File: config.mk
export PLATFORM = sky130hd
export DESIGN_NAME = bin_to_bcd_seq
export DESIGN_NICKNAME = d
export VERILOG_FILES = /design/src/rtl/bin_to_bcd_seq.sv
export SDC_FILE = /design/constraint.sdc
export NUM_CORES = 1
export LEC_CHECK = 0
export ABC_AREA = 1
export BUFFER_PORTS_ARGS = -buffer_cell sky130_fd_sc_hd__buf_2
export CAP_MARGIN = 30
export CORE_MARGIN = 4
export CORE_UTILIZATION = 25
export DETAILED_ROUTE_END_ITERATION = 10
export MAX_ROUTING_LAYER = met4
export PLACE_DENSITY = 0.47
export SYNTH_ARGS = -nofsm -noshare
export SYNTH_HDL_FRONTEND = slang
export SYNTH_SLANG_ARGS = --single-unit
File: constraint.sdc
create_clock -name CLK -period 1.6 [get_ports CLK]
set_input_delay 0.08 -clock CLK [delete_from_list [all_inputs] [get_ports CLK]]
set_output_delay 0.08 -clock CLK [all_outputs]
set_load 0.01 [all_outputs]
File: src/rtl/bin_to_bcd_seq.sv
// Sequential binary-to-packed-BCD converter (double-dabble, one bit per clock).
// Produces an overflow flag and a leading-zero blanking mask alongside each result.
module bin_to_bcd_seq #(
  parameter int BIN_W  = 10,
  parameter int DIGITS = 4
) (
  input  logic                  CLK,
  input  logic                  RST,
  input  logic                  START,
  input  logic [BIN_W-1:0]      BIN,
  output logic                  BUSY,
  output logic                  VALID,
  output logic [4*DIGITS-1:0]   BCDOUT,
  output logic                  OVF,
  output logic [DIGITS-1:0]     BLANK
);

  localparam int CW = $clog2(BIN_W + 1);
  localparam int AW = 4 * DIGITS;
  localparam logic [DIGITS-1:0] BLANK_RST = ~DIGITS'(1);

  typedef enum logic {S_IDLE, S_CONV} state_t;

  state_t            state_q, state_d;
  logic [BIN_W-1:0]  bin_q, bin_d;
  logic [AW-1:0]     acc_q, acc_d;
  logic [CW-1:0]     cnt_q, cnt_d;
  logic              sticky_q, sticky_d;
  logic [AW-1:0]     bcd_q, bcd_d;
  logic              ovf_q, ovf_d;
  logic [DIGITS-1:0] blank_q, blank_d;
  logic              valid_q, valid_d;
  logic [AW-1:0]     adj;

  // Bit i set when digit i and every digit above it are zero; the ones digit is never blanked.
  function automatic logic [DIGITS-1:0] blank_of(input logic [AW-1:0] v);
    logic [DIGITS-1:0] b;
    logic              zero_hi;
    b       = '0;
    zero_hi = 1'b1;
    for (int i = DIGITS - 1; i >= 1; i--) begin
      zero_hi = zero_hi & (v[4*i +: 4] == 4'd0);
      b[i]    = zero_hi;
    end
    return b;
  endfunction

  always_comb begin
    adj = acc_q;
    for (int i = 0; i < DIGITS; i++) begin
      if (acc_q[4*i +: 4] >= 4'd5) adj[4*i +: 4] = acc_q[4*i +: 4] + 4'd3;
    end
  end

  always_comb begin
    state_d  = state_q;
    bin_d    = bin_q;
    acc_d    = acc_q;
    cnt_d    = cnt_q;
    sticky_d = sticky_q;
    bcd_d    = bcd_q;
    ovf_d    = ovf_q;
    blank_d  = blank_q;
    valid_d  = 1'b0;
    case (state_q)
      S_IDLE: begin
        if (START) begin
          bin_d    = BIN;
          acc_d    = '0;
          cnt_d    = '0;
          sticky_d = 1'b0;
          state_d  = S_CONV;
        end
      end
      S_CONV: begin
        acc_d    = {adj[AW-2:0], bin_q[BIN_W-1]};
        bin_d    = bin_q << 1;
        sticky_d = sticky_q | adj[AW-1];
        cnt_d    = cnt_q + 1'b1;
        // Final shift: publish directly from the next-state accumulator.
        if (cnt_q == CW'(BIN_W - 1)) begin
          bcd_d   = acc_d;
          ovf_d   = sticky_d;
          blank_d = blank_of(acc_d);
          valid_d = 1'b1;
          state_d = S_IDLE;
        end
      end
      default: state_d = S_IDLE;
    endcase
  end

  always_ff @(posedge CLK) begin
    if (RST) begin
      state_q  <= S_IDLE;
      bin_q    <= '0;
      acc_q    <= '0;
      cnt_q    <= '0;
      sticky_q <= 1'b0;
      bcd_q    <= '0;
      ovf_q    <= 1'b0;
      blank_q  <= BLANK_RST;
      valid_q  <= 1'b0;
    end else begin
      state_q  <= state_d;
      bin_q    <= bin_d;
      acc_q    <= acc_d;
      cnt_q    <= cnt_d;
      sticky_q <= sticky_d;
      bcd_q    <= bcd_d;
      ovf_q    <= ovf_d;
      blank_q  <= blank_d;
      valid_q  <= valid_d;
    end
  end

  assign BUSY   = (state_q == S_CONV);
  assign VALID  = valid_q;
  assign BCDOUT = bcd_q;
  assign OVF    = ovf_q;
  assign BLANK  = blank_q;

endmodule

==> flow_metrics.tcl, run 1 <==
set metrics [dict create \
    outcome "finished, final reports clean" \
    die_h_um 108 \
    ff2ff_path_depth 11 \
    cp.arrival_ns 1.70 \
    grt-ovfl-total 0 \
    antenna_found_initial 0 \
    synth_area_leaders "dfxtp_1, nand2_1, nand3_1" \
    ant_nets 0 \
    synth_top_area_cell "dfxtp_1" \
    wire_per_inst_um 12.1 \
    grt_first_pass_wirelength_mm 10.5 \
    dp_cells 519 \
    cts_root_buffer "clkbuf_8" \
    syn_area_sq_um 2520 \
    ys_seq_area_share_pct 42.0 \
    fp-row-count 36 \
    die-area_sq_um 11800 \
    top_level_ports 36 \
    layout-drive-gt1-share_pct 19.5 \
    crit_chain "inv_1, ha_1, inv_1, nand2_2, nand3_2, nand2_1, nand2_2, nand2_2, nor2_4, nand3_1, nand2_1" \
    stdcell_count 527 \
    min_from "BIN[0]" \
    drtIter0Drc 128 \
    wirelength_mm 6.36 \
    worstPathMaxFanout 5 \
    critPathSlowestCell "dfxtp_2" \
    pwr_density_cell_nw_per_um2 741 \
    report.final.hold_viol_count 0 \
    synthToLayoutAreaGrowth_pct 20.2 \
    num_vias 2297 \
    yosys_register_bits 53 \
    portBuffers 34 \
    cts_setup_buffers 0 \
    crit_start "acc_q[12]$_SDFFE_PP0P_" \
    rrSetupSlack_ns 0.14 \
    vias_per_cell 4.36 \
    synth.net_count 375 \
    finalCritPeriodShare_pct 91.0 \
    fmax_mhz 687 \
    core_sq_um 9820 \
    drc 0 \
    insertedDiodeCount 0 \
    dp_hpwl_mm 4.70 \
    setup_viol_count_final 0 \
    fillCellCount 1113 \
    syn_avg_cell_area_sq_um 7.17 \
    grt_pass1_vias 2209 \
    yosysTopAreaCellShare_pct 42.0 \
    place_congestion 0.773 \
    period_minus_slack_ns 1.46 \
    r2r_start "acc_q[12]$_SDFFE_PP0P_" \
    die_x_um 108 \
    dr.pass1.iters 4 \
    cts_buffers 5 \
    hold_path.class "in -> reg" \
    nNetsFinal 416 \
    synth_warnings 0 \
    cts_tree "built" \
    grt.total_usage_pct 11.6 \
    final_area_sq_um 3030 \
    cts.reportedPaths.clkPinSlew_ns 0.09 \
    endpoint_kind "flop" \
    clockBufferDepth 2 \
    path_class "reg -> reg" \
    p_leak_uw 0.00136 \
    crit_top_cell "nand2_2" \
    worstPathRequired_ns 1.85 \
    slowest_delay_ns 0.37 \
    startpoint_type "flop" \
    clk_latency_ns 0.30 \
    post_dp_cell_area_sq_um 2900 \
    start_util_pct 25.7 \
    irDropWorstVdd_mv 0.374 \
    maxCapViolCount 0 \
    cts_sinks 53 \
    maxSlewViolCount 0 \
    synth.distinct_cells 27 \
    netlist_instances 352 \
    htree_levels 2 \
    whs_path_depth 3 \
    grt_max_degree 20 \
    skew_ns 0.00501 \
]
[synth_stat cells]
library cell	instances
nand2_1	90
dfxtp_1	53
inv_1	46
nand3_1	41
a21oi_1	23
o21ai_0	18
nor2_1	16
ha_1	10
o21ai_1	10
buf_2	8
nand4_1	7
a22oi_1	3
a31oi_1	3
buf_1	3
buf_4	3
nor2_2	3
o211ai_1	3
nor2_4	2
o21a_1	2
buf_6	1
clkbuf_1	1
conb_1	1
nand4_4	1
nor3_1	1
or2_2	1
xnor2_1	1
xor2_1	1
[cells in the final DEF (no fill, tap or decap), types with 4 or more instances in the layout]
cell type | synthesis | layout
nand3_1 | 41 | 39
dfxtp_1 | 53 | 49
nor2_1 | 16 | 16
clkbuf_8 | 0 | 5
nand2_2 | 0 | 7
buf_2 | 8 | 34
ha_1 | 10 | 10
buf_4 | 3 | 15
inv_1 | 46 | 46
nand4_1 | 7 | 7
nand2_1 | 90 | 83
a21oi_1 | 23 | 22
o21ai_1 | 10 | 11
o21ai_0 | 18 | 17
dfxtp_2 | 0 | 4
[power breakdown]
part	switching [uW]	total, uW	internal (uW)	leakage [uW]
Clock	420	733	312	0.0000395
Sequential	13.1	1350	1340	0.000431
Combinational	106	163	57.5	0.000889
[kinds of logic (layout without fill, tap and decap cells)]
| family | count (synthesis) | after routing | share of synthesized area (%) |
|---|---|---|---|
| buf+inv | 62 | 104 | 10.4 |
| fa+ha+maj | 10 | 10 | 4.96 |
| flops | 53 | 53 | 42.0 |
| other cells | 1 | 1 | 0.149 |
| simple gates | 162 | 162 | 28.6 |
| xor+xnor | 2 | 2 | 0.694 |
| compound gates | 62 | 62 | 13.2 |
[final timing paths]
kind                                                end
worst max-delay path              BLANK[1]$_SDFFE_PP1P_
worst min-delay path              bin_q[0]$_SDFFE_PP0P_
worst max register to register    BLANK[1]$_SDFFE_PP1P_
worst min register to register  BCDOUT[14]$_SDFFE_PP0P_
[metal layers]
| layer | wire length (um) | vias to the layer above | share of wire, % | track usage, % |
|---|---|---|---|---|
| met2 | 2880 | 46 | 45 | 18.6 |
| met3 | 256 | 6 | 4.0 | 2.15 |
| met1 | 3170 | 1033 | 50 | 15.1 |
| met5 | 0 | - | 0 | - |
| li1 | - | 1212 | - | - |
| met4 | 54 | 0 | 0.85 | 2.89 |
[area by class of cell]
cell class / count / area, sq um / share of cell area [%]
Inverter: 46 / 173 / 5.69
Multi-Input combinational cell: 237 / 1240 / 41.0
Timing Repair Buffer: 50 / 303 / 9.98
Sequential cell: 53 / 1070 / 35.1
Tap cell: 133 / 166 / 5.49
Clock buffer: 8 / 80.1 / 2.64
[sequential cells by signal, summed over array words and instances, names as in the netlist]
name,count
sticky_q,1
bin_q,10
cnt_q,4
OVF,1
acc_q,16
BCDOUT,16
VALID,1
BUSY,1
BLANK,3
[critical path: cells and delay by family (launching register included)]
family        cells  cell delay (ns)
fa+ha+maj         1             0.21
buf+inv           2             0.13
flops             1             0.37
simple gates      8             0.70
[stage by stage]
step / hold WS (ns) / total power, uW / worst slack, ns / util, % / setup TNS [ns]
2_1_floorplan: 0.159 / 1480 / 0.236 / - / 0
3_3_place_gp: 0.371 / 1550 / 0.0101 / 29.6 / 0
3_5_place_dp: 0.363 / 1550 / 0.0311 / 29.6 / 0
4_1_cts: 0.0322 / 2290 / 0.00728 / 30.4 / 0
5_1_grt: 0.0745 / 2370 / -0.0265 / 30.9 / -0.0265
6_report: 0.0475 / 2250 / 0.145 / 30.9 / 0
[timing repair]
| action | in CTS | in global routing |
|---|---|---|
| hold buffers | 0 | 0 |
| gates resized for setup | 0 | 17 |
| endpoints found under the setup margin | 0 | 6 |
(Power assumes the default switching activity.)
==> run 2: changes to the inputs <==
--- a/config.mk
+++ b/config.mk
@@ -13,6 +13,7 @@
 export DETAILED_ROUTE_END_ITERATION = 10
 export MAX_ROUTING_LAYER = met4
 export PLACE_DENSITY = 0.47
+export REMOVE_ABC_BUFFERS = 1
 export SYNTH_ARGS = -nofsm -noshare
 export SYNTH_HDL_FRONTEND = slang
 export SYNTH_SLANG_ARGS = --single-unit
==> flow_metrics.tcl, run 2 (synthesized netlist as in run 1, its figures left out) <==
set metrics [dict create \
    finalWorstSetupSlack_ns 0.120 \
    pwr-share-comb_pct 7.4 \
    grt_pass1_vias 2209 \
    die-area_sq_um 11800 \
    drtIter0Drc 100 \
    worstPathRequired_ns 1.85 \
    layout_commonest_cell "nand2_1" \
    post_dp_cell_area_sq_um 2890 \
    grt_first_pass_wirelength_mm 10.2 \
    endpoint_kind "flop" \
    clk_latency_ns 0.30 \
    dr.pass1.iters 4 \
    path_class "reg -> reg" \
    r2r_end "BLANK[1]$_SDFFE_PP1P_" \
    top_level_ports 36 \
    swShare_pct 24.2 \
    cp.arrival_ns 1.73 \
    p_total_uw 2300 \
    pwr_density_cell_nw_per_um2 757 \
    p_leak_uw 0.00136 \
    rrSetupSlack_ns 0.12 \
    irDropWorstVdd_mv 0.332 \
    insertedDiodeCount 0 \
    place_congestion 0.836 \
    htree_levels 2 \
    hold_path.class "in -> reg" \
    portBuffers 34 \
    layout_common_cells "nand2_1, dfxtp_1, inv_1" \
    slowest_delay_ns 0.33 \
    ctsHoldBuffers 0 \
    nNetsFinal 415 \
    setup_viol_count_final 0 \
    wirelength_mm 6.20 \
    period_minus_slack_ns 1.48 \
    utilization_pct 30.9 \
    whs_path_depth 3 \
    grt_max_degree 19 \
    intPower_uw 1740 \
    finalCritPeriodShare_pct 92.5 \
    cts.reportedPaths.clkPinSlew_ns 0.09 \
    whs_endpoint "bin_q[0]$_SDFFE_PP0P_" \
    startpoint_type "flop" \
    fin_hold_ws_ns 0.0560 \
    p_seq_share_pct 58.7 \
    dp_hpwl_mm 4.55 \
    fp-row-count 36 \
    grt-ovfl-total 0 \
    layout-drive-gt1-share_pct 19.1 \
    die_x_um 108 \
    path_buf_inv 3 \
    outcome "finished, final reports clean" \
    maxSlewViolCount 0 \
    cts_sinks 53 \
    r2r_start "acc_q[5]$_SDFFE_PP0P_" \
    ff2ff_path_depth 11 \
    report.final.hold_viol_count 0 \
    cts_buffers 5 \
    crit_top_cell "nand2_1" \
    grt.total_usage_pct 11.2 \
    min_from "BIN[0]" \
    synthToLayoutAreaGrowth_pct 20.3 \
    antenna_found_initial 0 \
    num_vias 2314 \
    core_sq_um 9820 \
    switchingPower_uw 557 \
    wire_per_inst_um 11.8 \
    cp_top_family "simple AND/OR/NAND/NOR gates" \
    cts_root_buffer "clkbuf_8" \
    ant_nets 0 \
    post-place-ws_ns 0.0491 \
    cts_tree "built" \
    final_area_sq_um 3040 \
    critPathSlowestCell "dfxtp_1" \
    crit_chain "inv_1, ha_1, inv_1, nand2_1, nand3_2, buf_4, nand2_1, nand2_1, nor2_2, nand3_1, nand2_1" \
    drc 0 \
    clockBufferDepth 2 \
    start_util_pct 25.7 \
    p_clk_share_pct 33.9 \
    skew_ns 0.00710 \
    vias_per_cell 4.41 \
    die_h_um 108 \
    fmax_mhz 676 \
    worstPathMaxFanout 5 \
    maxCapViolCount 0 \
]
[run 2: changes by cell type in the layout (fill, tap and decap cells not counted), sizes merged]
cell / change
buf: -1
clkinvlp: +1
clkbuf: -2
[run 2: worst register-to-register path: cells and delay by family (launching register included)]
family	cells	cell delay, ns
simple gates	7	0.66
flops	1	0.33
buf+inv	3	0.28
fa+ha+maj	1	0.16
[run 2: worst max path at each step]
stage | from | end | depth (start not counted)
floorplan | BUSY$_SDFF_PP0_ | BLANK[3]$_SDFFE_PP1P_ | 5
global placement | acc_q[1]$_SDFFE_PP0P_ | acc_q[2]$_SDFFE_PP0P_ | 7
detailed placement | acc_q[0]$_SDFFE_PP0P_ | acc_q[2]$_SDFFE_PP0P_ | 9
CTS | acc_q[0]$_SDFFE_PP0P_ | acc_q[2]$_SDFFE_PP0P_ | 9
global route | acc_q[5]$_SDFFE_PP0P_ | BLANK[1]$_SDFFE_PP1P_ | 11
finish | acc_q[5]$_SDFFE_PP0P_ | BLANK[1]$_SDFFE_PP1P_ | 11
[run 2: routing by layer]
metal	part of all wire, %	track usage [%]
met5	0	-
met4	1.0	3.43
met3	2.7	2.21
met2	49	19.3
met1	47	13.1
[run 2: per-stage QoR]
| stage | setup TNS (ns) | instances |
|---|---|---|
| 2_1_floorplan | -3.88 | 336 |
| 3_3_place_gp | 0 | 516 |
| 3_5_place_dp | 0 | 516 |
| 4_1_cts | 0 | 523 |
| 5_1_grt | -0.00584 | 525 |
| 6_report | 0 | 525 |
[run 2: area by class of cell]
| type | instances | area, sq um |
|---|---|---|
| Multi-Input combinational cell | 237 | 1220 |
| Clock buffer | 6 | 82.6 |
| Timing Repair Buffer | 49 | 312 |
| Inverter | 46 | 173 |
| Clock inverter | 1 | 7.51 |
| Fill cell | 1111 | 6780 |
| Tap cell | 133 | 166 |
| Sequential cell | 53 | 1070 |
[run 2: what timing repair did]
item                       4_1_cts  5_1_grt
setup endpoints to repair        0        8
resized for setup                0       16
setup buffers                    0        2
[run 2: power groups by stage]
| stage | Combinational [uW] | Clock [uW] | Sequential [uW] |
|---|---|---|---|
| final | 170 | 779 | 1350 |
| after global routing | 192 | 877 | 1350 |
| after CTS | 173 | 817 | 1350 |
| after global placement | 170 | 0 | 1380 |
| after detailed placement | 172 | 0 | 1380 |
| after floorplan | 71.8 | 0 | 1390 |
==> run 3: changes to the inputs <==
--- a/config.mk
+++ b/config.mk
@@ -10,6 +10,7 @@
 export CAP_MARGIN = 30
 export CORE_MARGIN = 4
 export CORE_UTILIZATION = 25
+export CTS_BUF_LIST = sky130_fd_sc_hd__clkbuf_2
 export DETAILED_ROUTE_END_ITERATION = 10
 export MAX_ROUTING_LAYER = met4
 export PLACE_DENSITY = 0.47
==> flow_metrics.tcl, run 3 (synthesized netlist as in run 1, its figures left out) <==
set metrics [dict create \
    layout_commonest_cell "nand2_1" \
    core_sq_um 9820 \
    start_util_pct 25.7 \
    cts_tree "built" \
    cts_root_buffer "clkbuf_2" \
    layout-drive-gt1-share_pct 20.0 \
    skew_ns 0.0203 \
    grt_first_pass_wirelength_mm 10.5 \
    top_level_ports 36 \
    post_dp_cell_area_sq_um 2890 \
    cts_sinks 53 \
    setup_tns_ns 0 \
    place_congestion 0.836 \
    nNetsFinal 429 \
    startpoint_type "flop" \
    portBuffers 34 \
    drc 0 \
    final_area_sq_um 3120 \
    dp_cells 516 \
    worstPathMaxFanout 3 \
    cp.arrival_ns 1.91 \
    fmax_mhz 666 \
    endpoint "BLANK[1]$_SDFFE_PP1P_" \
    vias_per_cell 4.37 \
    endpoint_kind "flop" \
    irDropWorstVdd_mv 0.228 \
    clockBufferDepth 2 \
    finalCritPeriodShare_pct 93.9 \
    ff2ff_path_depth 9 \
    fillCellCount 1103 \
    worstPathRequired_ns 2.01 \
    fin_hold_ws_ns 0.432 \
    dr.pass1.iters 7 \
    pwr_density_cell_nw_per_um2 662 \
    wl_met3_um 123 \
    report.final.hold_viol_count 0 \
    setup_viol_count_final 0 \
    die-area_sq_um 11800 \
    wirelength_mm 6.30 \
    period_minus_slack_ns 1.50 \
    rsz0062_at_grt "no" \
    p_leak_uw 0.00140 \
    grt-ovfl-total 0 \
    stdcell_count 539 \
    r2r_start "acc_q[12]$_SDFFE_PP0P_" \
    htree_levels 2 \
    wl_met1_mm 3.02 \
    grt_max_degree 19 \
    r2r_end "BLANK[1]$_SDFFE_PP1P_" \
    hold_path.class "in -> reg" \
    highest_layer "met4" \
    synthToLayoutAreaGrowth_pct 23.7 \
    fp-row-count 36 \
    path_class "reg -> reg" \
    grt.total_usage_pct 11.4 \
    insertedDiodeCount 0 \
    crit_start "acc_q[12]$_SDFFE_PP0P_" \
    dp_hpwl_mm 4.55 \
    num_vias 2355 \
    die_x_um 108 \
    rrSetupSlack_ns 0.1 \
    wl_met2_mm 3.08 \
    ant_nets 0 \
    cts_buffers 5 \
    maxCapViolCount 0 \
    outcome "finished, final reports clean" \
    clk_latency_ns 0.44 \
    antenna_found_initial 0 \
    grt_pass1_vias 2275 \
    wire_per_inst_um 11.7 \
    layout_common_cells "nand2_1, inv_1, dfxtp_1" \
    drtIter0Drc 83 \
    maxSlewViolCount 0 \
    die_h_um 108 \
    cts.reportedPaths.clkPinSlew_ns 0.27 \
    utilization_pct 31.8 \
]
[run 3: cell types whose count changed in the layout (fill, tap and decap cells not counted), sizes merged]
cell         before  now
clkbuf            6    5
clkinv            0    1
buf              49   51
dlygate4sd3       0   12
[run 3: timing repair]
action	4_1_cts	5_1_grt
setup endpoints to repair	0	10
hold buffers	12	0
gates resized for setup	0	20
hold endpoints to repair	16	0
buffers inserted	0	4
[run 3: metrics by stage]
step,worst slack [ns],power [uW]
3_3_place_gp,0.0971,1550
6_report,0.0982,2070
4_1_cts,0.0112,2100
2_1_floorplan,-0.238,1460
3_5_place_dp,0.0491,1550
5_1_grt,0.00170,2190
[run 3: layout make-up]
cell class	count	area (sq um)	share of cell area, %
clock buffer	5	25.0	0.802
clock inverter	2	11.3	0.361
inverter	46	173	5.53
multi-input combinational	237	1220	39.2
sequential	53	1080	34.5
tap	133	166	5.33
timing repair buffer	63	443	14.2
[run 3: worst max-delay path, cell delays in order (launching register included)]
cell	delay (ns)
dfxtp_4	0.41
buf_4	0.13
ha_1	0.19
nand2_1	0.12
nand4_1	0.15
nand2_2	0.11
nand2_1	0.06
nor2_2	0.16
nand3_1	0.09
nand2_1	0.06
[run 3: worst min path at each step]
stage	cells past startpoint	slack (ns)	end	startpoint
after floorplan	1	0.15	acc_q[0]$_SDFFE_PP0P_	RST
after global placement	3	0.38	bin_q[0]$_SDFFE_PP0P_	BIN[0]
after detailed placement	3	0.39	bin_q[0]$_SDFFE_PP0P_	BIN[0]
after CTS	4	0.41	bin_q[0]$_SDFFE_PP0P_	BIN[0]
after global routing	4	0.39	bin_q[0]$_SDFFE_PP0P_	BIN[0]
final	4	0.43	bin_q[0]$_SDFFE_PP0P_	BIN[0]
[run 3: power breakdown]
| group | total (uW) | internal (uW) | switching [uW] |
|---|---|---|---|
| Combinational | 195 | 83.5 | 112 |
| Clock | 517 | 93.7 | 423 |
| Sequential | 1350 | 1340 | 12.7 |
[run 3: layer usage]
| metal | vias to the layer above | global-route usage, % |
|---|---|---|
| met5 | - | - |
| met4 | 0 | 3.43 |
| met3 | 7 | 2.03 |
| met2 | 22 | 19.9 |
| met1 | 1085 | 13.5 |
| li1 | 1241 | - |
